**config.mk**
```make
export PLATFORM = sky130hd
export DESIGN_NAME = random_arbiter
export DESIGN_NICKNAME = d
export VERILOG_FILES = /design/src/rtl/random_arbiter.sv
export SDC_FILE = /design/constraint.sdc
export NUM_CORES = 1
export LEC_CHECK = 0
export ABC_AREA = 1
export ABC_CLOCK_PERIOD_IN_PS = 2600
export CAP_MARGIN = 20
export CORE_MARGIN = 2
export CORE_UTILIZATION = 48
export DETAILED_ROUTE_END_ITERATION = 10
export HOLD_SLACK_MARGIN = 0.06
export PLACE_DENSITY_LB_ADDON = 0.08
export SLEW_MARGIN = 20
export SYNTH_ARGS = -nofsm -noshare
export SYNTH_HDL_FRONTEND = slang
export SYNTH_SLANG_ARGS = --single-unit
```
**constraint.sdc**
```tcl
create_clock -name clk -period 2.6 [get_ports clk]
set_input_delay 0.39 -clock clk [delete_from_list [all_inputs] [get_ports clk]]
set_output_delay 0.39 -clock clk [all_outputs]
set_load 0.05 [all_outputs]
```
**src/rtl/random_arbiter.sv**
```systemverilog
// -----------------------------------------------------------------------------
// random_arbiter
//
// Shares one 8-bit LFSR random generator among NREQ requesters. Requesters are
// served round-robin. For each grant the generator is stepped STEP_CYCLES
// times and one byte is sampled. The byte is range-limited by rejection
// sampling against the requester's inclusive upper bound. After MAX_RETRY
// rejections the result is clamped to that bound.
//
// Ports:
//   clk          clock
//   rst          synchronous, active-high reset
//   req          per-requester request level, held until ack
//   req_max      per-requester inclusive upper bound, requester i at [8i+7:8i]
//   ack          one-hot, single-cycle completion pulse
//   rsp_data     result byte, valid while ack != 0
//   rsp_clamped  result was clamped, valid while ack != 0
//   grant        one-hot owner of the current draw, 0 when idle
//   busy         high in every state except IDLE
//   gen_ena      generator shift enable
//   gen_start    generator start, always equal to gen_ena
//   gen_value    generator output byte
// -----------------------------------------------------------------------------
module random_arbiter #(
  parameter int NREQ        = 4,
  parameter int STEP_CYCLES = 4,
  parameter int MAX_RETRY   = 4
) (
  input  logic              clk,
  input  logic              rst,
  input  logic [NREQ-1:0]   req,
  input  logic [8*NREQ-1:0] req_max,
  output logic [NREQ-1:0]   ack,
  output logic [7:0]        rsp_data,
  output logic              rsp_clamped,
  output logic [NREQ-1:0]   grant,
  output logic              busy,
  output logic              gen_ena,
  output logic              gen_start,
  input  logic [7:0]        gen_value
);

  localparam int              IDX_W      = $clog2(NREQ);
  localparam logic [IDX_W-1:0] LAST_RST  = IDX_W'(NREQ - 1);
  localparam logic [3:0]      STEP_LOAD  = 4'(STEP_CYCLES - 1);
  localparam logic [3:0]      RETRY_LAST = 4'(MAX_RETRY - 1);

  typedef enum logic [1:0] {
    IDLE,
    STEP,
    CHECK,
    DONE
  } state_t;

  state_t           state_q, state_d;
  logic [IDX_W-1:0] idx_q, idx_d;
  logic [IDX_W-1:0] last_q, last_d;
  logic [7:0]       max_q, max_d;
  logic [7:0]       result_q, result_d;
  logic             clamped_q, clamped_d;
  logic [3:0]       retry_q, retry_d;
  logic [3:0]       step_q, step_d;

  // Round-robin pick: first requester with req set, starting just after last.
  logic             pick_found;
  logic [IDX_W-1:0] pick_idx;
  logic [IDX_W-1:0] cand_idx;
  logic [7:0]       pick_max;
  int               cand;

  // NOTE: every variable written in always_comb gets a default first; a path
  // that leaves one unassigned would infer a latch.
  always_comb begin
    pick_found = 1'b0;
    pick_idx   = '0;
    cand       = 0;
    cand_idx   = '0;
    for (int k = 1; k <= NREQ; k++) begin
      cand     = (int'(last_q) + k) % NREQ;
      cand_idx = IDX_W'(cand);
      if (!pick_found && req[cand_idx]) begin
        pick_found = 1'b1;
        pick_idx   = cand_idx;
      end
    end
  end

  assign pick_max = req_max[{pick_idx, 3'b000} +: 8];

  always_comb begin
    state_d   = state_q;
    idx_d     = idx_q;
    last_d    = last_q;
    max_d     = max_q;
    result_d  = result_q;
    clamped_d = clamped_q;
    retry_d   = retry_q;
    step_d    = step_q;

    case (state_q)
      IDLE: begin
        if (pick_found) begin
          idx_d   = pick_idx;
          max_d   = pick_max;
          retry_d = '0;
          // The LFSR never produces 0, so a zero bound is answered directly.
          if (pick_max == 8'h00) begin
            result_d  = 8'h00;
            clamped_d = 1'b0;
            state_d   = DONE;
          end else begin
            step_d  = STEP_LOAD;
            state_d = STEP;
          end
        end
      end

      STEP: begin
        if (step_q == 4'd0) begin
          state_d = CHECK;
        end else begin
          step_d = step_q - 4'd1;
        end
      end

      CHECK: begin
        if (gen_value <= max_q) begin
          result_d  = gen_value;
          clamped_d = 1'b0;
          state_d   = DONE;
        end else begin
          retry_d = retry_q + 4'd1;
          if (retry_q == RETRY_LAST) begin
            result_d  = max_q;
            clamped_d = 1'b1;
            state_d   = DONE;
          end else begin
            step_d  = STEP_LOAD;
            state_d = STEP;
          end
        end
      end

      DONE: begin
        last_d  = idx_q;
        state_d = IDLE;
      end

      default: state_d = IDLE;
    endcase
  end

  // NOTE: state registers use non-blocking assignments so every flop samples
  // the pre-edge value of its inputs regardless of statement order.
  always_ff @(posedge clk) begin
    if (rst) begin
      state_q   <= IDLE;
      idx_q     <= '0;
      last_q    <= LAST_RST;
      max_q     <= '0;
      result_q  <= '0;
      clamped_q <= 1'b0;
      retry_q   <= '0;
      step_q    <= '0;
    end else begin
      state_q   <= state_d;
      idx_q     <= idx_d;
      last_q    <= last_d;
      max_q     <= max_d;
      result_q  <= result_d;
      clamped_q <= clamped_d;
      retry_q   <= retry_d;
      step_q    <= step_d;
    end
  end

  logic [NREQ-1:0] idx_onehot;
  logic            done;

  assign idx_onehot  = NREQ'(1) << idx_q;
  assign done        = (state_q == DONE);
  assign busy        = (state_q != IDLE);
  assign grant       = busy ? idx_onehot : '0;
  assign ack         = done ? idx_onehot : '0;
  assign rsp_data    = done ? result_q : 8'h00;
  assign rsp_clamped = done & clamped_q;
  assign gen_ena     = (state_q == STEP);
  assign gen_start   = gen_ena;

endmodule

```
[Word level (Yosys, flattened, before mapping)]
Index checks and enable logic that the tools add are counted.
Word-level totals
  flip-flop bits (word level): 31
  input port bits: 46
Operators by class
  add/subtract/negate cells: 6
  order comparisons: 5
  eq/ne operators: 12
  shift-type cells: 2
  multiplexer cells: 44
  bitwise logic cells: 1
  reduce and logical (&&, ||, !) cells: 17
Operators by type and width (number)
  8-bit 2-to-1 mux: 5
  4-bit 2-to-1 mux: 9
  32-bit by 6-bit indexed part select with 8-bit output: 1
  2-bit 2-to-1 mux: 9
  8-bit case mux with 2 select lines: 1
  2-bit by 3-bit less-than comparator with 1-bit output, second input constant: 4
  1-bit 2-to-1 mux: 12
  2-bit != test, second input constant: 6
  4-bit case mux with 3 select lines: 1
  1-bit binary-select mux with 2-bit select: 4
  8-bit <= comparator: 1
  8-bit logical NOT: 1
  2-bit case mux with 4 select lines: 1
  4-bit case mux with 2 select lines: 1
  6-bit AND reduction: 1
  2-bit by 1-bit adder with 2-bit output, second input constant: 2
  2-bit adder, second input constant: 2
  4-bit by 1-bit adder with 4-bit output, second input constant: 1
  2-bit == test, second input constant: 2
  4-bit by 2-bit == test with 1-bit output, second input constant: 1
  4-bit logical NOT: 1
  2-bit AND reduction: 2
  4-bit AND reduction: 1
  2-bit nonzero test: 2
  12 further kinds: 16

[Depth between registers and ports, before layout]
  depth after elaboration: 18
  gate-level depth with buffers: 21
  mapped depth without buffers: 20

[Least setup slack after synthesis]
No wires, ideal clock.
  kind: input -> register
  start point: input port gen_value[3]
  end point: register step_q[0]
  arrival: 2.149 ns
  required time: 2.485 ns
  slack: 0.336 ns
  stages: 12
  cell sequence: ha_1 -> nand2_1 -> o21ai_0 -> nand2_1 -> o211ai_1 -> a21oi_1 -> nor2_2 -> inv_1 -> nor2_1 -> nand3_1 -> nand2_1 -> nor2_1
Between the ends
  word-level cells in the longest chain between the ends: 3
RTL lines
  start, declared: RTL line 40  | input logic [7:0] gen_value
  8-bit <= comparator: RTL line 127  | if (gen_value <= max_q) begin
  2-bit != test (no source line)
  6-bit AND reduction (no source line)
  end signal, assigned: RTL line 173  | step_q <= step_d;
  end, declared: RTL line 62  | logic [3:0] step_q, step_d;
No other way between the ends.
A chain may end at the register's enable or synchronous reset.

[Final worst setup path]
  start point: register last_q[0]
  end point: register result_q[6]
Between the ends
  word-level cells in the longest chain between the ends: 17
RTL lines
  start, declared: RTL line 57  | logic [IDX_W-1:0] last_q, last_d;
  start signal, assigned: RTL line 168  | last_q <= last_d;
  2-bit by 1-bit adder with 2-bit output: RTL line 79  | cand = (int'(last_q) + k) % NREQ;
  1-bit binary-select mux with 2-bit select: RTL line 81  | if (!pick_found && req[cand_idx]) begin
  1-bit 2-to-1 mux (implied by the code): RTL line 81
  1-bit 2-to-1 mux: RTL line 81
  1-bit logical NOT: RTL line 81
  1-bit logical AND: RTL line 81
  1-bit 2-to-1 mux: RTL line 81
  1-bit logical NOT: RTL line 81
  1-bit logical AND: RTL line 81
  1-bit 2-to-1 mux: RTL line 81
  1-bit logical NOT: RTL line 81
  1-bit logical AND: RTL line 81
  2-bit 2-to-1 mux: RTL line 81
  32-bit by 6-bit indexed part select with 8-bit output: RTL line 88  | assign pick_max = req_max[{pick_idx, 3'b000} +: 8];
  8-bit logical NOT: RTL line 107  | if (pick_max == 8'h00) begin
  2-bit != test (no source line)
  4-bit AND reduction (no source line) *
  end signal, assigned: RTL line 170  | result_q <= result_d;
  end, declared: RTL line 59  | logic [7:0] result_q, result_d;
Every way passes the cells marked *; elsewhere a longest branch is shown, timed or not. The select of a mux whose other input is x is not followed.

==> out/qor.txt <==
Num ports: 66
Min cycle time layout: 2.48 ns
Starting DRT DRC Count: 150
Simple-Gate Fraction of Synth Area: 44.2%
Dpl hpwl: 4.81 mm
Outcome: completed
Fin crit share: 95.5%
Count leader, synth: nand2_1
Startpoint Class: flip-flop
DRC: 0
Post-Syn Instances: 366
Pwr per Cell Area: 704 nW/um^2
CTS tree: done
Via Count: 2,710
GRT overflow: 0
Rel. slew slack: 66.4%
Starting Density: 49.3%
Final setup vio count: 0
Measured slew at the worst slew-check pin: 0.503 ns
Worst hold margin: 0.490 ns
Netlist cell types: 32
Reg clk slew, reported paths: 0.07 ns
Antenna cells: 0
Register bit count reported by yosys: 31
Fraction of registers with async set/reset: 0%
CTS Buf Count: 5
Core ar.: 4660 sq um
Num Clock Sinks: 31
Worst Path Required: 2.78 ns
Final wirelength: 6.67 mm
Gr usage total: 23.7%
Largest net degree at the start of global routing: 18
Top FF cell, synth: dfxtp_1
Max-Cap Viols: 0
Worst hold path class: flip-flop to flip-flop
Std cell rows: 25
DRT Pass-1 Iters: 5
RePlAce Congestion: 0.875
Hold-fix buffers at CTS: 0
Post-Synthesis Net Count: 422
Register area share after synthesis: 27.0%
Dominant cells by area after synthesis: dfxtp_1, nand2_1, inv_1
Placed Area: 3120 sq um
Synth top area share: 27.0%
H-tree levels: 2
WL/cell: 13.0 um
Design area: 3380 sq um
Vias/cell: 5.27
Die area: 5360 sq um
Adder-cell area share of the yosys netlist: 5.45%
Setup Skew: 0.00559 ns
Buffers on Ports: 65
Synth Area in XOR/XNOR: 0%
Number of flops mapped to enable cells by yosys: 0
Multiplexer share of the synthesized area: 0%
Largest family of logic cells by synthesized area: simple AND/OR/NAND/NOR gates
Initial antenna violation count: 0
Die height: 73.2 um
Compound-cell area share of the yosys netlist: 12.6%
Syn Std Cell Area: 2300 sq um
Post-route ant nets: 0
Die width: 73.2 um
Seq. cell area: 628 sq um
Crit-path max FO: 12
Synth warnings: 0
Area occupied by multi-input gates: 1540 sq um
Top achievable clock speed: 0.403 GHz
Area Growth Syn to Fin: 47.1%
Global-route wire length before repair: 10.1 mm
Worst slack, placed: -0.226 ns
Syn Area/Cell: 6.28 sq um
Pwr Total: 2.38 mW
Setup ws final: 0.116 ns
Final Max Tran Viols: 0
Worst-Skew Late Latency: 0.28 ns
Fillcell total: 409
Max IR drop VDD: 0.520 mV
Crit path DAT: 2.67 ns
Layout cells sized above 1: 15.9%
CP Class: flip-flop to flip-flop
Vias in the first global route: 2,414
Synth area leader: dfxtp_1
Fin. Hold Viols: 0
Clk buf depth: 2
Final #Nets: 516
Leak: 1.53 nW
Root buffer cell: clkbuf_8
Critical path capture point type: flip-flop
Post-synth top cells: nand2_1, inv_1, nor2_1, dfxtp_1, nand3_1
Final core utilization: 72.5%
-- cells in the final DEF (no fill, tap or decap), drive strengths merged --
cell type	Yosys	final
clkbuf	2	6
inv	49	49
nor3	7	7
a22oi	5	5
nand2	111	113
nor4	1	1
nor2	47	47
dfxtp	31	31
dlymetal6s2s	0	4
o21ai	7	7
o22ai	10	10
buf	7	26
clkinv	1	2
nand4	12	12
nor3b	1	1
o31ai	1	1
nand3b	1	1
ha	10	10
and3	2	2
a21oi	21	21
o211ai	4	4
nand3	36	39
clkdlybuf4s50	0	61
-- critical path, stage by stage (launching register included) --
cell,delay (ns)
dfxtp_4,0.37
buf_4,0.16
nand2_1,0.10
nand2_2,0.08
nand2_2,0.07
nand2_2,0.08
nor2_4,0.18
nand3_4,0.15
buf_6,0.18
nand4_1,0.08
nand3_1,0.09
nand2_2,0.09
nand2_1,0.09
nor2_4,0.18
nand3_4,0.17
nand2_8,0.13
nand2_1,0.07
nand2_1,0.06
nor2_1,0.03
-- state kept, by name, summed over array words and instances (netlist names) --
name / flops
state_q: 2
idx_q: 2
retry_q: 4
result_q: 8
max_q: 8
step_q: 4
last_q: 2
clamped_q: 1
-- where the power goes --
part / internal, mW / switching, mW
Sequential: 0.571 / 0.0665
Clock: 0.207 / 0.175
Combinational: 0.557 / 0.802
-- kinds of logic (layout without fill, tap and decap cells) --
family                     count (synthesis)  count (layout)
adders and majority gates                 10              10
DFF                                       31              31
and+or+nand+nor                          218             223
AOI/OAI and AO/OA                         48              48
buffers and inverters                     59             148
-- path summary, 6_finish.rpt --
kind / startpoint / to / slack (ns) / cells past startpoint
worst max-delay path: last_q[0] / result_q[6] / 0.12 / 18
worst min-delay path: retry_q[1] / retry_q[1] / 0.49 / 2
worst max register to register: last_q[0] / result_q[6] / 0.12 / 18
worst min register to register: retry_q[1] / retry_q[1] / 0.49 / 2
-- final cells by class --
type / count / area share, %
clock buffer: 6 / 2.44
clock inverter: 1 / 0.148
inverter: 50 / 5.70
multi-input combinational: 281 / 45.6
sequential: 31 / 18.6
tap: 54 / 2.00
timing repair buffer: 91 / 25.5
-- metrics by stage --
stage          std cells  TNS (ns)
2_1_floorplan        366         0
3_3_place_gp         498     -1.58
3_5_place_dp         498     -2.17
4_1_cts              505         0
5_1_grt              514    -0.142
6_report             514         0
-- timing repair --
action | CTS | global route
buffers inserted | 0 | 4
endpoints found under the setup margin | 0 | 13
gates resized for setup | 0 | 27
-- routing by layer --
metal / routed length [um] / GRT usage [%]
met1: 2990 / 29.9
met2: 3330 / 40.8
met5: 0 / 0
met3: 273 / 4.42
met4: 74 / 6.58
Note: power is estimated with default switching activity, not from simulation.
==> RTL change, RTL diff (config.mk and constraints unchanged) <==
`result_q` no longer has a reset.
--- a/src/rtl/random_arbiter.sv
+++ b/src/rtl/random_arbiter.sv
@@ -160,3 +160,2 @@
       max_q     <= '0;
-      result_q  <= '0;
       clamped_q <= 1'b0;
@@ -169,3 +168,2 @@
       max_q     <= max_d;
-      result_q  <= result_d;
       clamped_q <= clamped_d;
@@ -174,2 +172,6 @@
     end
+  end
+
+  always_ff @(posedge clk) begin
+    result_q <= result_d;
   end
Check against the original RTL: no difference found for any inputs over 4 cycles, from zero or initial values and one cycle with rst high; that may be too few to reach the edited logic, so the function may still have changed.
==> RTL change against the unedited design <==
The run now ends with negative setup slack left. Cell area increased by 13%. Routed wire length increased by 15%. Die area down 0.98%. Setup slack got worse by 160 ps. Final cell count fell by 2.1%. First-iteration DRC count is 5.3% higher. Global-route usage down 0.53 points. Via count increased by 1.9%. Synthesized area is 1.0% lower. Synthesized cell count fell by 6.6%. Sequential cell count is the same. Largest cell class unchanged. Highest routed layer unchanged.
Power is not compared: it rests on default switching activity, and its combinational part moved more than twofold at a synthesized area within 25%.
==> RTL change: results (changes against the unedited design) <==
stage;metric;value;unit;change
status;outcome;complete, but fails checks;;was completed
status;failing checks;negative setup slack;;
synthesis;Mapped Cells;342;;was 366
cts;clock latency on the worst-skew pair;290;ps;
timing;Tightest Pin Transition;507;ps;was 503 ps
placement;port buffer count;65;;unchanged
synthesis;top cells by area, synth;dfxtp_1 20%, nand2_1 15%, edfxtp_1 11%;;was dfxtp_1 27%, nand2_1 17%, inv_1 7.2%
setup_path;CP max-delay cell;dfxtp_2;;was dfxtp_4
drt;DR iter-0 viols;158;;was 150
timing;max-slew violation count;0;;unchanged
timing;TNS Setup;-310;ps;was 0 ps
cts;clk slew on worst S/H paths;70;ps;about the same
placement;Placement Setup Slack;-240;ps;was -226 ps
global_routing;Total GRT Usage;23.1;%;was 23.7%
synthesis;EDFF count, synth;8;;was 0
cells_and_area;layout net count;504;;was 516
synthesis;xor/xnor share of the synthesized area;0.385;%;was 0%
setup_path;CP max FO;7;;was 12
drt;First-pass DRT Iterations;6;;was 5
drt;Vias per Instance;5.49;;was 5.27
global_routing;vias in the first global route;2249;;was 2414
timing;setup slack after layout;-42.5;ps;was 116 ps
synthesis;Syn Nets;398;;was 422
setup_path;cell family with most CP delay;simple AND/OR/NAND/NOR gates;;unchanged
global_routing;global-route wire length before repair;9.80;mm;was 10.1 mm
synthesis;Synth Area in Compound Gates;10.8;%;was 12.6%
cells_and_area;antenna cell count;0;;unchanged
synthesis;sequential area share after synthesis;30.8;%;was 27.0%
synthesis;Cell variety after synth;33;;was 32
placement;placed instance count;475;;was 498
placement;GP Congestion;0.875;;about the same
setup_path;CP max stage delay;360;ps;
cts;H-tree depth;2;;unchanged
placement;DP Area;0.00310;sq mm;was 0.00312 sq mm
timing;# setup viols final;9;;was 0
drt;routed len/inst;15.2;um;was 13.0 um
setup_path;crit path DAT;2660;ps;was 2670 ps
synthesis;Synth top cells by count;91 x nand2_1, 50 x inv_1, 42 x nand3_1;;was 103 x nand2_1, 44 x inv_1, 42 x nor2_1
drt;total wire length;7.64;mm;was 6.67 mm
timing;clock skew;9.68;ps;was 5.59 ps
pwr;maximum ir drop on the vdd rail;0.000765;V;
placement;DPL Wire Length;4.60;mm;was 4.81 mm
cells_and_area;layout cells sized above 1;31.2;%;was 15.9%
synthesis;Post-Synth Adder-Cell Area;5.50;%;was 5.45%
synthesis;Ys Warns;0;;unchanged
synthesis;post-synthesis mux area share;0;%;unchanged
synthesis;ys async rst share;0;%;unchanged
[RTL change: changes by cell type after synthesis, sizes merged, moves of 2 or more]
cell and change:
nand2 -8, nand3 +10, dfxtp -8, a21oi -7, inv +3, o21ai +5
nor2 -10, a22oi -5, nand4 -9, and3 -2, edfxtp +8
[RTL change: through the flow]
stage | hold slack [ps] | util (%)
after detailed placement | 473 | 67.0
after global routing | 516 | 82.3
after floorplan | 455 | -
after CTS | 488 | 69.4
after global placement | 477 | 67.0
final | 481 | 82.3
[RTL change: path summary, 6_finish.rpt]
path                  start           to  depth (start not counted)
setup / recovery  last_q[0]  result_q[1]                         18
hold / removal    clamped_q    clamped_q                          2
setup reg to reg  last_q[0]  result_q[1]                         18
hold reg to reg   clamped_q    clamped_q                          2
[RTL change: layer usage]
| metal | wire [um] | GRT usage, % | vias up |
|---|---|---|---|
| li1 | - | - | 1339 |
| met1 | 3070 | 31.0 | 1261 |
| met2 | 3720 | 37.0 | 137 |
| met3 | 568 | 4.70 | 25 |
| met4 | 290 | 8.23 | 0 |
| met5 | 0 | 0 | - |
[RTL change: repair_timing]
action                     CTS  global route
setup buffers                0            11
resized for setup            0           101
setup endpoints to repair    0            13
[RTL change: power breakdown]
group	switching [mW]	internal, mW
combinational	1.78	1.23
clock	0.189	0.280
sequential	0.0867	0.617
total	2.05	2.13
[RTL change: area by class of cell]
| type | count | area [sq um] |
|---|---|---|
| Clock buffer | 5 | 68.8 |
| Clock inverter | 3 | 38.8 |
| Fill cell | 283 | 821 |
| Inverter | 53 | 211 |
| Multi-Input combinational cell | 256 | 1720 |
| Sequential cell | 31 | 706 |
| Tap cell | 54 | 67.6 |
| Timing Repair Buffer | 100 | 985 |
| Timing Repair inverter | 1 | 8.76 |
